File: config.mk
export PLATFORM = sky130hd
export DESIGN_NAME = intlv_part_wr32_gen_flat
export DESIGN_NICKNAME = d
export VERILOG_FILES = /design/src/rtl/intlv_part_wr32_gen_if.sv /design/src/rtl/intlv_part_wr32_gen.sv /design/src/flat_wrapper.sv
export SDC_FILE = /design/constraint.sdc
export NUM_CORES = 1
export LEC_CHECK = 0
export ABC_AREA = 1
export BUFFER_PORTS_ARGS = -buffer_cell sky130_fd_sc_hd__buf_2
export CAP_MARGIN = 10
export CORE_UTILIZATION = 30
export DETAILED_ROUTE_END_ITERATION = 10
export GPL_TIMING_DRIVEN = 0
export PLACE_DENSITY = 0.44
export SLEW_MARGIN = 20
export SYNTH_ARGS = -nofsm -noshare
export SYNTH_HDL_FRONTEND = slang
export SYNTH_SLANG_ARGS = --single-unit
File: constraint.sdc
create_clock -name clk -period 3.8 [get_ports clk]
set_input_delay 0.57 -clock clk [delete_from_list [all_inputs] [get_ports clk]]
set_output_delay 0.57 -clock clk [all_outputs]
set_load 0.01 [all_outputs]
File: src/rtl/intlv_part_wr32_gen_if.sv
// Bundle of job-control, input-beat and wr32 write-port signals for one part writer.
// The master drives jobs and beats; the slave is the intlv_part_wr32_gen instance.
interface intlv_part_wr32_gen_if #(
    parameter int IN_W  = 8,
    parameter int AW    = 14,
    parameter int CNT_W = 14
);
    logic               start;
    logic               clr;
    logic [CNT_W+4:0]   e_bits;
    logic [AW-1:0]      base_addr;
    logic               in_valid;
    logic [IN_W-1:0]    in_data;
    logic               in_ready;
    logic               mem_busy;
    logic               wr32_en;
    logic [AW-1:0]      wr32_addr;
    logic [31:0]        wr32_data;
    logic [CNT_W-1:0]   E_left32bits_nums;
    logic               busy;
    logic               done;

    modport master (
        output start, clr, e_bits, base_addr, in_valid, in_data, mem_busy,
        input  in_ready, wr32_en, wr32_addr, wr32_data, E_left32bits_nums, busy, done
    );

    modport slave (
        input  start, clr, e_bits, base_addr, in_valid, in_data, mem_busy,
        output in_ready, wr32_en, wr32_addr, wr32_data, E_left32bits_nums, busy, done
    );
endinterface

File: src/rtl/intlv_part_wr32_gen.sv
// Per-part word writer: packs an E-bit beat stream into 32-bit words and issues one wr32 pulse per word.
// Define INTLV_WR32_MSB_FIRST_EN to pack MSB-first (first received bit lands in word bit 31).
module intlv_part_wr32_gen #(
    parameter int IN_W  = 8,
    parameter int AW    = 14,
    parameter int CNT_W = 14
) (
    input logic                  clk,
    input logic                  rst_n,
    intlv_part_wr32_gen_if.slave bus
);
    localparam int EW = CNT_W + 5;
    localparam logic [1:0] S_IDLE = 2'd0;
    localparam logic [1:0] S_FILL = 2'd1;
    localparam logic [1:0] S_DONE = 2'd2;

    logic [1:0]       state_q, state_d;
    logic [EW-1:0]    rem_q, rem_d;
    logic [31:0]      acc_q, acc_d;
    logic [5:0]       acc_cnt_q, acc_cnt_d;
    logic [31:0]      hold_q, hold_d;
    logic             hold_full_q, hold_full_d;
    logic [AW-1:0]    addr_q, addr_d;
    logic [CNT_W-1:0] e_left_q, e_left_d;
    logic             wr_en_q, wr_en_d;
    logic [AW-1:0]    wr_addr_q, wr_addr_d;
    logic [31:0]      wr_data_q, wr_data_d;

    logic [5:0]       take;
    logic [31:0]      beat_mask;
    logic [31:0]      acc_next;
    logic             completes;
    logic             in_ready;
    logic             accept;
    logic             issue;

    function automatic logic [31:0] word_order(input logic [31:0] w);
`ifdef INTLV_WR32_MSB_FIRST_EN
        logic [31:0] r;
        for (int i = 0; i < 32; i++) r[i] = w[31-i];
        return r;
`else
        return w;
`endif
    endfunction

    // The final beat may carry fewer useful bits than IN_W; the rest are masked off.
    assign take      = (rem_q < EW'(IN_W)) ? rem_q[5:0] : 6'(IN_W);
    assign beat_mask = (take >= 6'd32) ? 32'hFFFF_FFFF : ((32'd1 << take) - 32'd1);
    assign acc_next  = acc_q | ((32'(bus.in_data) & beat_mask) << acc_cnt_q);
    assign completes = ((acc_cnt_q + take) == 6'd32) || (EW'(take) == rem_q);
    assign in_ready  = (state_q == S_FILL) && (rem_q != '0) && !(hold_full_q && completes);
    assign accept    = bus.in_valid && in_ready;
    assign issue     = (state_q == S_FILL) && hold_full_q && !bus.mem_busy;

    always_comb begin
        state_d     = state_q;
        rem_d       = rem_q;
        acc_d       = acc_q;
        acc_cnt_d   = acc_cnt_q;
        hold_d      = hold_q;
        hold_full_d = hold_full_q;
        addr_d      = addr_q;
        e_left_d    = e_left_q;
        wr_en_d     = 1'b0;
        wr_addr_d   = wr_addr_q;
        wr_data_d   = wr_data_q;

        case (state_q)
            S_IDLE: begin
                if (bus.start) begin
                    if (bus.e_bits != '0) begin
                        e_left_d    = bus.e_bits[EW-1:5] + CNT_W'(|bus.e_bits[4:0]);
                        rem_d       = bus.e_bits;
                        addr_d      = bus.base_addr;
                        acc_d       = '0;
                        acc_cnt_d   = '0;
                        hold_full_d = 1'b0;
                        state_d     = S_FILL;
                    end else begin
                        state_d = S_DONE;
                    end
                end
            end
            S_FILL: begin
                if (issue) begin
                    wr_en_d     = 1'b1;
                    wr_addr_d   = addr_q;
                    wr_data_d   = hold_q;
                    e_left_d    = e_left_q - 1'b1;
                    addr_d      = addr_q + 1'b1;
                    hold_full_d = 1'b0;
                end
                // A word completing on the issue edge refills hold in the same cycle.
                if (accept) begin
                    rem_d = rem_q - EW'(take);
                    if (completes) begin
                        hold_d      = word_order(acc_next);
                        hold_full_d = 1'b1;
                        acc_d       = '0;
                        acc_cnt_d   = '0;
                    end else begin
                        acc_d     = acc_next;
                        acc_cnt_d = acc_cnt_q + take;
                    end
                end
                if ((rem_q == '0) && !hold_full_q && (acc_cnt_q == '0)) state_d = S_DONE;
            end
            S_DONE:  state_d = S_IDLE;
            default: state_d = S_IDLE;
        endcase

        // Abort drops the job without touching the word counter or raising done.
        if (bus.clr) begin
            state_d     = S_IDLE;
            rem_d       = '0;
            acc_d       = '0;
            acc_cnt_d   = '0;
            hold_full_d = 1'b0;
            wr_en_d     = 1'b0;
            wr_addr_d   = wr_addr_q;
            wr_data_d   = wr_data_q;
            e_left_d    = e_left_q;
            addr_d      = addr_q;
        end
    end

    always_ff @(posedge clk or negedge rst_n) begin
        if (!rst_n) begin
            state_q     <= S_IDLE;
            rem_q       <= '0;
            acc_q       <= '0;
            acc_cnt_q   <= '0;
            hold_q      <= '0;
            hold_full_q <= 1'b0;
            addr_q      <= '0;
            e_left_q    <= '0;
            wr_en_q     <= 1'b0;
            wr_addr_q   <= '0;
            wr_data_q   <= '0;
        end else begin
            state_q     <= state_d;
            rem_q       <= rem_d;
            acc_q       <= acc_d;
            acc_cnt_q   <= acc_cnt_d;
            hold_q      <= hold_d;
            hold_full_q <= hold_full_d;
            addr_q      <= addr_d;
            e_left_q    <= e_left_d;
            wr_en_q     <= wr_en_d;
            wr_addr_q   <= wr_addr_d;
            wr_data_q   <= wr_data_d;
        end
    end

    assign bus.in_ready          = in_ready;
    assign bus.wr32_en           = wr_en_q;
    assign bus.wr32_addr         = wr_addr_q;
    assign bus.wr32_data         = wr_data_q;
    assign bus.E_left32bits_nums = e_left_q;
    assign bus.busy              = (state_q == S_FILL);
    assign bus.done              = (state_q == S_DONE);
endmodule

File: src/flat_wrapper.sv
// flat-port wrapper written by rule: the top's interface ports become plain ports
module intlv_part_wr32_gen_flat 
#(
    parameter int IN_W  = 8,
    parameter int AW    = 14,
    parameter int CNT_W = 14
)
  (clk, rst_n, bus_start, bus_clr, bus_e_bits, bus_base_addr, bus_in_valid, bus_in_data, bus_mem_busy, bus_in_ready, bus_wr32_en, bus_wr32_addr, bus_wr32_data, bus_E_left32bits_nums, bus_busy, bus_done);
  intlv_part_wr32_gen_if #(.IN_W(IN_W), .AW(AW), .CNT_W(CNT_W)) bus_i ();
  input logic clk;
  input logic rst_n;
  input wire logic [$bits(bus_i.start)-1:0] bus_start;
  input wire logic [$bits(bus_i.clr)-1:0] bus_clr;
  input wire logic [$bits(bus_i.e_bits)-1:0] bus_e_bits;
  input wire logic [$bits(bus_i.base_addr)-1:0] bus_base_addr;
  input wire logic [$bits(bus_i.in_valid)-1:0] bus_in_valid;
  input wire logic [$bits(bus_i.in_data)-1:0] bus_in_data;
  input wire logic [$bits(bus_i.mem_busy)-1:0] bus_mem_busy;
  output wire logic [$bits(bus_i.in_ready)-1:0] bus_in_ready;
  output wire logic [$bits(bus_i.wr32_en)-1:0] bus_wr32_en;
  output wire logic [$bits(bus_i.wr32_addr)-1:0] bus_wr32_addr;
  output wire logic [$bits(bus_i.wr32_data)-1:0] bus_wr32_data;
  output wire logic [$bits(bus_i.E_left32bits_nums)-1:0] bus_E_left32bits_nums;
  output wire logic [$bits(bus_i.busy)-1:0] bus_busy;
  output wire logic [$bits(bus_i.done)-1:0] bus_done;
  assign bus_i.start = bus_start;
  assign bus_i.clr = bus_clr;
  assign bus_i.e_bits = bus_e_bits;
  assign bus_i.base_addr = bus_base_addr;
  assign bus_i.in_valid = bus_in_valid;
  assign bus_i.in_data = bus_in_data;
  assign bus_i.mem_busy = bus_mem_busy;
  assign bus_in_ready = bus_i.in_ready;
  assign bus_wr32_en = bus_i.wr32_en;
  assign bus_wr32_addr = bus_i.wr32_addr;
  assign bus_wr32_data = bus_i.wr32_data;
  assign bus_E_left32bits_nums = bus_i.E_left32bits_nums;
  assign bus_busy = bus_i.busy;
  assign bus_done = bus_i.done;
  intlv_part_wr32_gen #(.IN_W(IN_W), .AW(AW), .CNT_W(CNT_W)) u_core (.clk(clk), .rst_n(rst_n), .bus(bus_i));
endmodule
# Yosys cells after proc, flatten, opt, wreduce, memory -nomap -nowiden
# Index checks and enable logic that the tools add are counted.
op_classes:
  n_shift: 2
  magnitude_cmp: 2
  reduce_logical: 26
  n_mux: 42
  n_bitwise: 3
  n_addsub: 6
  eq_ne: 11
ops:
  columns: ["cell", "count"]
  rows:
  - ["32-bit two-way mux", 6]
  - ["14-bit two-way mux", 6]
  - ["19-bit two-way mux", 4]
  - ["32-bit one-hot mux with 2 select lines", 1]
  - ["14-bit one-hot mux with 2 select lines", 2]
  - ["19-bit one-hot mux with 2 select lines", 1]
  - ["19-bit nonzero test", 2]
  - ["6-bit two-way mux", 6]
  - ["8-bit by 32-bit bitwise AND with 32-bit output", 1]
  - ["32-bit bitwise OR", 1]
  - ["1-bit by 6-bit << shifter with 32-bit output, first input constant", 1]
  - ["32-bit by 6-bit << shifter with 32-bit output", 1]
  - ["32-bit by 1-bit subtractor with 32-bit output, second input constant", 1]
  - ["6-bit by 19-bit == test with 1-bit output", 1]
  - ["19-bit zero test", 1]
  - ["19-bit by 4-bit less-than comparator with 1-bit output, second input constant", 1]
  - ["19-bit by 6-bit subtractor with 19-bit output", 1]
  - ["14-bit by 1-bit adder with 14-bit output", 1]
  - ["14-bit by 1-bit adder with 14-bit output, second input constant", 1]
  - ["14-bit by 1-bit subtractor with 14-bit output, second input constant", 1]
  - ["6-bit one-hot mux with 2 select lines", 1]
  - ["1-bit two-way mux", 9]
  - ["3-bit by 2-bit != test with 1-bit output, second input constant", 3]
  - ["3-bit AND reduction", 3]
  - ["other kinds (23)", 36]
totals:
  inputBits: 47
  register_bits: 167
  wordCells: 103
  out_inout_bits: 64

# Logic depth before layout (Yosys ltp)
# Gate-level depths: netlist of the first run.
logic_depth:
  depth_word: 12
  ltp_mapped: 23
  depth_no_buf: 21

# Worst setup path before layout of the first run
# Ideal clock, no wire load.
synth_timing:
  path_type: "register to register"
  start: "register u_core.rem_q[13]"
  end: "register u_core.acc_q[12]"
  slack_ns: 0.678
  arrival_ns: 3.003
  setup_time_ns: 0.119
  stages_incl_launch_ff: 23
  required_ns: 3.681
  period_less_slack_ns: 3.122
  n_path_buf: 2
  cell_sequence: "dfrtp_1 -> nor2_4 -> nand2_2 -> nor2_4 -> nand2_2 -> buf_6 -> nor2_1 -> ha_1 -> inv_1 -> fa_1 -> o21ai_0 -> xor2_1 -> nor3_1 -> nand3_1 -> nand2_2 -> nand2_2 -> nand3_2 -> nand2_2 -> nand2_2 -> inv_2 -> buf_2 -> nor2_1 -> o21a_1"
synth_via:
  elab_chain_len: 12
  word_cells_on_any_way: 25
  classes_between: "add/sub (2); order compare (2); eq/ne (3); shift (2); mux (6); bitwise (2); reduce/logical (8)"
synth_lines:
  columns: ["item", "line_no", "source"]
  rows:
  - ["from (decl)", "intlv_part_wr32_gen.sv:18", "logic [EW-1:0] rem_q, rem_d;"]
  - ["from (signal assigned)", "intlv_part_wr32_gen.sv:143", "rem_q <= rem_d;"]
  - ["19-bit by 4-bit less-than comparator with 1-bit output", "intlv_part_wr32_gen.sv:48", "assign take = (rem_q < EW'(IN_W)) ? rem_q[5:0] : 6'(IN_W);"]
  - ["6-bit two-way mux", "intlv_part_wr32_gen.sv:48", null]
  - ["1-bit by 6-bit << shifter with 32-bit output", "intlv_part_wr32_gen.sv:49", "assign beat_mask = (take >= 6'd32) ? 32'hFFFF_FFFF : ((32'd1 << take) - 32'd1);"]
  - ["32-bit by 1-bit subtractor with 32-bit output", "intlv_part_wr32_gen.sv:49", null]
  - ["32-bit two-way mux", "intlv_part_wr32_gen.sv:49", null]
  - ["8-bit by 32-bit bitwise AND with 32-bit output", "intlv_part_wr32_gen.sv:50", "assign acc_next = acc_q | ((32'(bus.in_data) & beat_mask) << acc_cnt_q);"]
  - ["32-bit by 6-bit << shifter with 32-bit output", "intlv_part_wr32_gen.sv:50", null]
  - ["32-bit bitwise OR", "intlv_part_wr32_gen.sv:50", null]
  - ["32-bit two-way mux", "intlv_part_wr32_gen.sv:97", "if (completes) begin"]
  - ["32-bit two-way mux", "intlv_part_wr32_gen.sv:95", "if (accept) begin"]
  - ["32-bit one-hot mux with 2 select lines", "intlv_part_wr32_gen.sv:69", "case (state_q)"]
  - ["32-bit two-way mux", "intlv_part_wr32_gen.sv:114", "if (bus.clr) begin"]
  - ["to (signal assigned)", "intlv_part_wr32_gen.sv:132", "acc_q <= '0;"]
  - ["to (signal assigned)", "intlv_part_wr32_gen.sv:144", "acc_q <= acc_d;"]
  - ["to (decl)", "intlv_part_wr32_gen.sv:19", "logic [31:0] acc_q, acc_d;"]
# Parallel ways exist; a longest one is shown, timed or not. The select of a mux whose other input is x is not followed.
# A chain may end at the register's enable or synchronous reset.

# Worst setup path after layout of the first run
layout_timing:
  start: "register u_core.rem_q[13]"
  end: "output port bus_in_ready"
layout_via:
  elab_chain_len: 8
  word_cells_on_any_way: 11
  classes_between: "add/sub (1); order compare (1); eq/ne (2); mux (1); reduce/logical (6)"
layout_lines:
  columns: ["item", "line_no", "source"]
  rows:
  - ["19-bit by 4-bit less-than comparator with 1-bit output", "intlv_part_wr32_gen.sv:48", null]
  - ["6-bit two-way mux", "intlv_part_wr32_gen.sv:48", null]
  - ["6-bit adder", "intlv_part_wr32_gen.sv:51", "assign completes = ((acc_cnt_q + take) == 6'd32) || (EW'(take) == rem_q);"]
  - ["6-bit == test", "intlv_part_wr32_gen.sv:51", null]
  - ["1-bit logical OR", "intlv_part_wr32_gen.sv:51", null]
  - ["1-bit logical AND", "intlv_part_wr32_gen.sv:52", "assign in_ready = (state_q == S_FILL) && (rem_q != '0) && !(hold_full_q && completes);"]
  - ["1-bit zero test", "intlv_part_wr32_gen.sv:52", null]
  - ["1-bit logical AND *", "intlv_part_wr32_gen.sv:52", null]
  - ["to (decl)", "flat_wrapper.sv:19", "output wire logic [$bits(bus_i.in_ready)-1:0] bus_in_ready;"]
# Every way passes the cells marked *; elsewhere a longest branch is shown, timed or not.

==> results of run 1 <==
[flip-flops by register name, indices dropped and copies added, names as in the netlist]
name and cells:
u_core.acc_q 32, u_core.bus.wr32_data 32, u_core.hold_q 32, u_core.rem_q 19, u_core.addr_q 14, u_core.bus.E_left32bits_nums 14, u_core.bus.wr32_addr 14, u_core.acc_cnt_q 6
u_core.state_q 2, u_core.bus.wr32_en 1, u_core.hold_full_q 1
[metal layers]
metal / vias up / wire (µm) / GRT usage (%)
li1: 4344 / - / -
met1: 4061 / 14000 / 25.7
met2: 195 / 14600 / 33.3
met3: 15 / 1030 / 2.58
met4: 0 / 266 / 4.10
met5: - / 0 / 0
[worst paths after layout]
kind | end | depth (start not counted) | start | slack, ns
worst max-delay path | bus_in_ready | 16 | u_core.rem_q[13]$_DFFE_PN0P_ | 0.12
worst min-delay path | u_core.bus.wr32_en$_DFF_PN0_ | 1 | rst_n | 0.11
worst max register to register | u_core.hold_q[1]$_DFFE_PN0P_ | 21 | u_core.rem_q[13]$_DFFE_PN0P_ | 0.32
worst min register to register | u_core.bus.wr32_data[25]$_DFFE_PN0P_ | 2 | u_core.hold_q[25]$_DFFE_PN0P_ | 0.46
max in group asynchronous | u_core.rem_q[13]$_DFFE_PN0P_ | 2 | rst_n | 2.72
min in group clk | u_core.addr_q[2]$_DFFE_PN0P_ | 3 | bus_base_addr[2] | 0.39
[repair_timing]
action	4_1_cts	5_1_grt
setup endpoints to repair	15	8
buffers inserted	8	12
pin swaps	6	8
resized for setup	10	7
[stage by stage]
step / std cells / hold slack (ns) / power [mW]
2_1_floorplan: 1234 / 0.274 / 4.49
3_3_place_gp: 1739 / 0.458 / 5.56
3_5_place_dp: 1740 / 0.456 / 5.56
4_1_cts: 1780 / 0.149 / 7.44
5_1_grt: 1792 / 0.182 / 7.99
6_report: 1792 / 0.113 / 7.45
[kinds of logic (layout without fill, tap and decap cells)]
group | Yosys count | after routing | synth area share, %
compound gates | 228 | 228 | 14.9
buf+inv | 181 | 343 | 7.86
other cells | 2 | 3 | 0.0802
xor+xnor | 22 | 22 | 2.06
flops | 167 | 167 | 44.7
simple gates | 620 | 620 | 28.7
fa+ha+maj | 13 | 13 | 1.82
[area by class of cell]
| cell class | count | share of cell area, % |
|---|---|---|
| flip-flops and latches | 167 | 37.3 |
| inverters | 124 | 4.15 |
| well taps | 396 | 4.42 |
| multi-input cells | 886 | 40.1 |
| repair buffers | 130 | 6.53 |
| plain buffers | 57 | 2.44 |
| clock inverters | 13 | 1.22 |
| clock buffers | 19 | 3.86 |
[critical path, cell delays in order (launching register included)]
cell	delay [ns]
dfrtp_2	0.44
nor2_4	0.15
nand2_2	0.08
nor2_4	0.14
nand2_2	0.09
buf_8	0.14
nor2_4	0.10
ha_4	0.14
inv_1	0.05
fa_2	0.38
o21ai_2	0.14
xor2_1	0.22
nor3_2	0.06
nand3_1	0.09
nand2_2	0.10
a21oi_4	0.18
buf_2	0.16
[power groups by stage]
stage / combinational, mW / sequential (mW) / clock, mW
after global placement: 3.02 / 2.54 / 0
after global routing: 3.57 / 2.55 / 1.87
after floorplan: 1.99 / 2.50 / 0
after CTS: 3.13 / 2.49 / 1.81
after detailed placement: 3.03 / 2.53 / 0
final: 3.20 / 2.49 / 1.76
[cell usage in the layout (no fill, tap or decap), types with 7 or more instances in the layout]
cell | netlist | routed
xnor2_1 | 7 | 7
xor2_1 | 15 | 15
dfrtp_1 | 167 | 166
a21oi_1 | 36 | 35
buf_4 | 3 | 23
nand3_2 | 7 | 7
ha_1 | 12 | 11
nand2_1 | 357 | 356
o22ai_2 | 9 | 9
o211ai_1 | 14 | 14
clkbuf_16 | 0 | 17
nand2_2 | 11 | 12
nand3_1 | 92 | 92
clkbuf_1 | 31 | 33
nor3_1 | 17 | 16
o21ai_1 | 12 | 12
nor2_1 | 94 | 89
o21a_1 | 19 | 19
buf_2 | 18 | 126
o21ai_0 | 103 | 102
inv_1 | 118 | 118
nand4_1 | 21 | 21
==> metrics.cfg, run 1 <==
[status]
status = complete, no violations

[detailed_routing]
ant_nets = 0
drtPass1Iterations = 5
post-route-drc-count = 0
route.detailed.wl_per_inst_um = 16.7
vias = 8615
postRouteWirelength_um = 29900
vias_per_cell = 4.81
drt_iter0_drc = 451

[logic_synthesis]
synth_area_um2 = 9360
synth_most_common_cell = nand2_1
netlist_top_cells_count = nand2_1, dfrtp_1, inv_1, o21ai_0, nor2_1
ys_top_cells_by_area = dfrtp_1, nand2_1, o21ai_0, nand3_1, inv_1
yosysWarningCount = 0
yosysTopAreaCell = dfrtp_1
synth_top_flop_cell = dfrtp_1
syn_inst = 1233
async_flop_share_pct = 100
avgSynthCellArea_um2 = 7.59
synth-edff-count = 0
synth_top_area_share_pct = 44.7
synth-seq-cells = 167
synth_cell_types = 52
ys_seq_area_share_pct = 44.7

[floorplan]
ios = 111
coreArea_um2 = 30700
rows = 64
start_util_pct = 30.5
die_h_um = 179
die_w_um = 179
die_area_um2 = 31900

[cells_and_area]
final_nets = 1443
utilization_pct = 36.6
fillCellCount = 3293
final_cell_area_um2 = 11200
seq_area_um2 = 4180
n_antenna_cell = 0
multi_input_area_um2 = 4500
layout-drive-gt1-share_pct = 17.3
areaGrowthSynthToFinish_pct = 19.9

[worst_setup_path]
cp-start-kind = flop
worst-path-max-fanout = 7
path_class = flop to output port
cp.required_ns = 3.23
end_kind = output port
cp.arrival_ns = 3.11

[cts]
cts_htree_levels = 4
clkSlewWorstSetupHoldPaths_ns = 0.07
postCtsHoldBufs = 0
cts_root_buf = clkbuf_16
cts.sinks = 167
clkLatencyLatePin_ns = 0.44
cts_made_buffers = 17
clockBufferDepth = 2
cts_tree = built

[placement]
dp_hpwl_um = 21800
gp_congestion = 0.852
numPortBuffers = 109
place_ws_ns = -0.00172
place_area_um2 = 10400

[grt]
grt-ovfl-total = 0
grt_pass1_vias = 8220
grt_pass1_wl_um = 46700
grt_max_degree = 86
antenna_found_initial = 0
groute.usage.overall_pct = 19.3

[pwr]
pwr-share-seq_pct = 33.5
p_leak_nw = 5.64
swShare_pct = 44.0
p_sw_mw = 3.28
pwr-share-comb_pct = 42.9
power.density_nw_per_um2 = 664
p_int_mw = 4.17
ir_worst_vdd_uv = 392
clkPwrFrac_pct = 23.6

[sta]
worst_slew_pin_slew_ns = 0.752
fmax_mhz = 271
post-route-min-period_ns = 3.68
maxSlewViolCount = 0
clock_skew_ns = 0.0115
setup_viol = 0
tns_ns = 0
maxSlewHeadroom_pct = 49.8
finalHoldViolations = 0
post-route-period-util_pct = 97.0
setup_ws_ns = 0.115

[flow_run]
max_cap_violations = 0

[worst_hold_path]
hold_class = input pin to asynchronous set/reset pin

(Power assumes the default switching activity.)
==> run 2, diff against run 1 <==
==> constraint.sdc (replaced) <==
create_clock -name clk -period 3.4 [get_ports clk]
set_input_delay 0.68 -clock clk [delete_from_list [all_inputs] [get_ports clk]]
set_output_delay 0.68 -clock clk [all_outputs]
set_load 0.01 [all_outputs]
==> metrics.cfg, run 2 (same netlist as run 1, synthesis figures left out) <==
[floorplan]
start_util_pct = 30.5  ; unchanged
rows = 64  ; unchanged
ios = 111  ; unchanged
die_h_um = 179  ; unchanged
die_area_um2 = 31900  ; unchanged
coreArea_um2 = 30700  ; unchanged
die_w_um = 179  ; unchanged

[worst_setup_path]
cp-start-kind = flop
cp_top_family = simple AND/OR/NAND/NOR gates
crit_top_cell = nor2_4
cp.required_ns = 2.72  ; -0.51 ns
crit_chain = nor2_1, nand2_1, nor2_4, nand2_4, nor2_4, ha_4, inv_2, fa_2, o21ai_2, xor2_2, nor3_2, nand3_1, nand2_2, a21oi_4, buf_2
end_kind = output port
cp_slowest_cell = dfrtp_1
worst-path-max-fanout = 5  ; -2
cpPeakStageDelay_ns = 0.40  ; -0.04 ns
crit_buf_inv = 2  ; -1
cp.arrival_ns = 2.95  ; -0.16 ns
ff2ff_path_depth = 23  ; +9.5%
path_class = flop to output port
path_depth = 15  ; -1

[grt]
grt_pass1_vias = 8356  ; +1.7%
antenna_found_initial = 0  ; unchanged
grt_pass1_wl_um = 47200  ; +1.0%
groute.usage.overall_pct = 19.5  ; +0.20 points
grt-ovfl-total = 0  ; unchanged
grt_max_degree = 86  ; unchanged

[status]
violations = setup timing
status = complete, but fails checks

[placement]
gp_congestion = 0.852  ; unchanged
place_ws_ns = -0.402  ; -0.400 ns
dp.cells = 1740  ; unchanged
numPortBuffers = 109  ; unchanged
dp_hpwl_um = 21800  ; unchanged

[sta]
maxSlewViolCount = 0  ; unchanged
setup_ws_ns = -0.234  ; -0.349 ns
post-route-period-util_pct = 107
clock_skew_ns = 0.0115  ; -0.00000410 ns
rsz0062_at_grt = yes
fmax_mhz = 275
timing.hold.ws_ns = 0.242  ; +0.129 ns
setup_viol = 1  ; +1
worst_slew_pin_slew_ns = 0.870  ; +0.118 ns
maxSlewHeadroom_pct = 42.0  ; -7.8 points
post-route-min-period_ns = 3.63
finalHoldViolations = 0  ; unchanged

[detailed_routing]
ant_nets = 0  ; unchanged
postRouteWirelength_um = 30200  ; +1.2%
drt_iter0_drc = 457  ; +1.3%
route.detailed.wl_per_inst_um = 16.7  ; +0.29%
vias = 8693  ; +0.91%
vias_per_cell = 4.81  ; about the same
drtPass1Iterations = 5  ; unchanged
post-route-drc-count = 0  ; unchanged

[cts]
cts_tree = built
postCtsHoldBufs = 0  ; unchanged
cts.sinks = 167  ; unchanged
cts_htree_levels = 4  ; unchanged
clockBufferDepth = 2  ; unchanged
cts_made_buffers = 17  ; unchanged
clkLatencyLatePin_ns = 0.44  ; about the same
cts_root_buf = clkbuf_16
clkSlewWorstSetupHoldPaths_ns = 0.08  ; about the same

[cells_and_area]
n_antenna_cell = 0  ; unchanged
fillCellCount = 3267  ; -0.79%
areaGrowthSynthToFinish_pct = 23.2
multi_input_area_um2 = 4560  ; +1.3%
mostFrequentLayoutCell = nand2_1
layout_common_cells = nand2_1, dfrtp_1, buf_2, inv_1, o21ai_0
layout-drive-gt1-share_pct = 18.6  ; +1.3 points
final_nets = 1459  ; +1.1%
fin_cells = 1808  ; +0.89%
seq_area_um2 = 4180  ; unchanged

[worst_hold_path]
hold_class = input pin to asynchronous set/reset pin

[flow_run]
max_cap_violations = 0  ; unchanged

[pwr]
power.total_mw = 8.66  ; +16%
p_leak_nw = 5.81  ; +3.0%
ir_worst_vdd_uv = 411  ; +4.8%
power.density_nw_per_um2 = 751  ; +13%

run 2: path summary, 6_finish.rpt:
check	start	end	slack [ns]
min in group clk	u_core.hold_q[25]$_DFFE_PN0P_	u_core.bus.wr32_data[25]$_DFFE_PN0P_	0.47
max reg2reg	u_core.rem_q[9]$_DFFE_PN0P_	u_core.acc_q[7]$_DFFE_PN0P_	0.09
max in group asynchronous	rst_n	u_core.rem_q[13]$_DFFE_PN0P_	2.24
max	u_core.rem_q[9]$_DFFE_PN0P_	bus_in_ready	-0.23
min	rst_n	u_core.bus.wr32_en$_DFF_PN0_	0.24
min reg2reg	u_core.hold_q[25]$_DFFE_PN0P_	u_core.bus.wr32_data[25]$_DFFE_PN0P_	0.47
run 2: final cells by class:
cell class | count | share of cell area, %
plain buffers | 56 | 2.94
clock buffers | 19 | 3.75
well taps | 396 | 4.30
multi-input cells | 887 | 39.5
flip-flops and latches | 167 | 36.3
repair buffers | 146 | 7.92
inverters | 124 | 4.10
clock inverters | 13 | 1.18
run 2: power breakdown:
group | internal (mW) | switching [mW] | total (mW)
sequential | 2.42 | 0.347 | 2.77
clock | 1.03 | 0.929 | 1.96
combinational | 1.44 | 2.48 | 3.92
run 2: what timing repair did:
item,4_1_cts,5_1_grt
gates cloned,0,3
resized for setup,32,27
pin swaps,14,15
setup buffers,26,8
setup endpoints to repair,90,90
hold endpoints to repair,0,0
run 2: per-layer routing:
layer,vias to the layer above,GRT usage [%],part of all wire (%)
li1,4371,-,-
met1,4126,25.8,47
met4,0,4.94,1.2
met3,21,2.58,3.1
met2,175,33.3,49
met5,-,0,0
run 2: metrics by stage:
stage                     utilization [%]  setup TNS, ns  instance area [µm²]
final                                37.6         -0.234                11500
after global routing                 37.6          -1.01                11500
after CTS                            36.9         -0.365                11300
after detailed placement             34.0         -23.26                10400
after global placement               33.9        -251.10                10400
after floorplan                         -              0                 9360
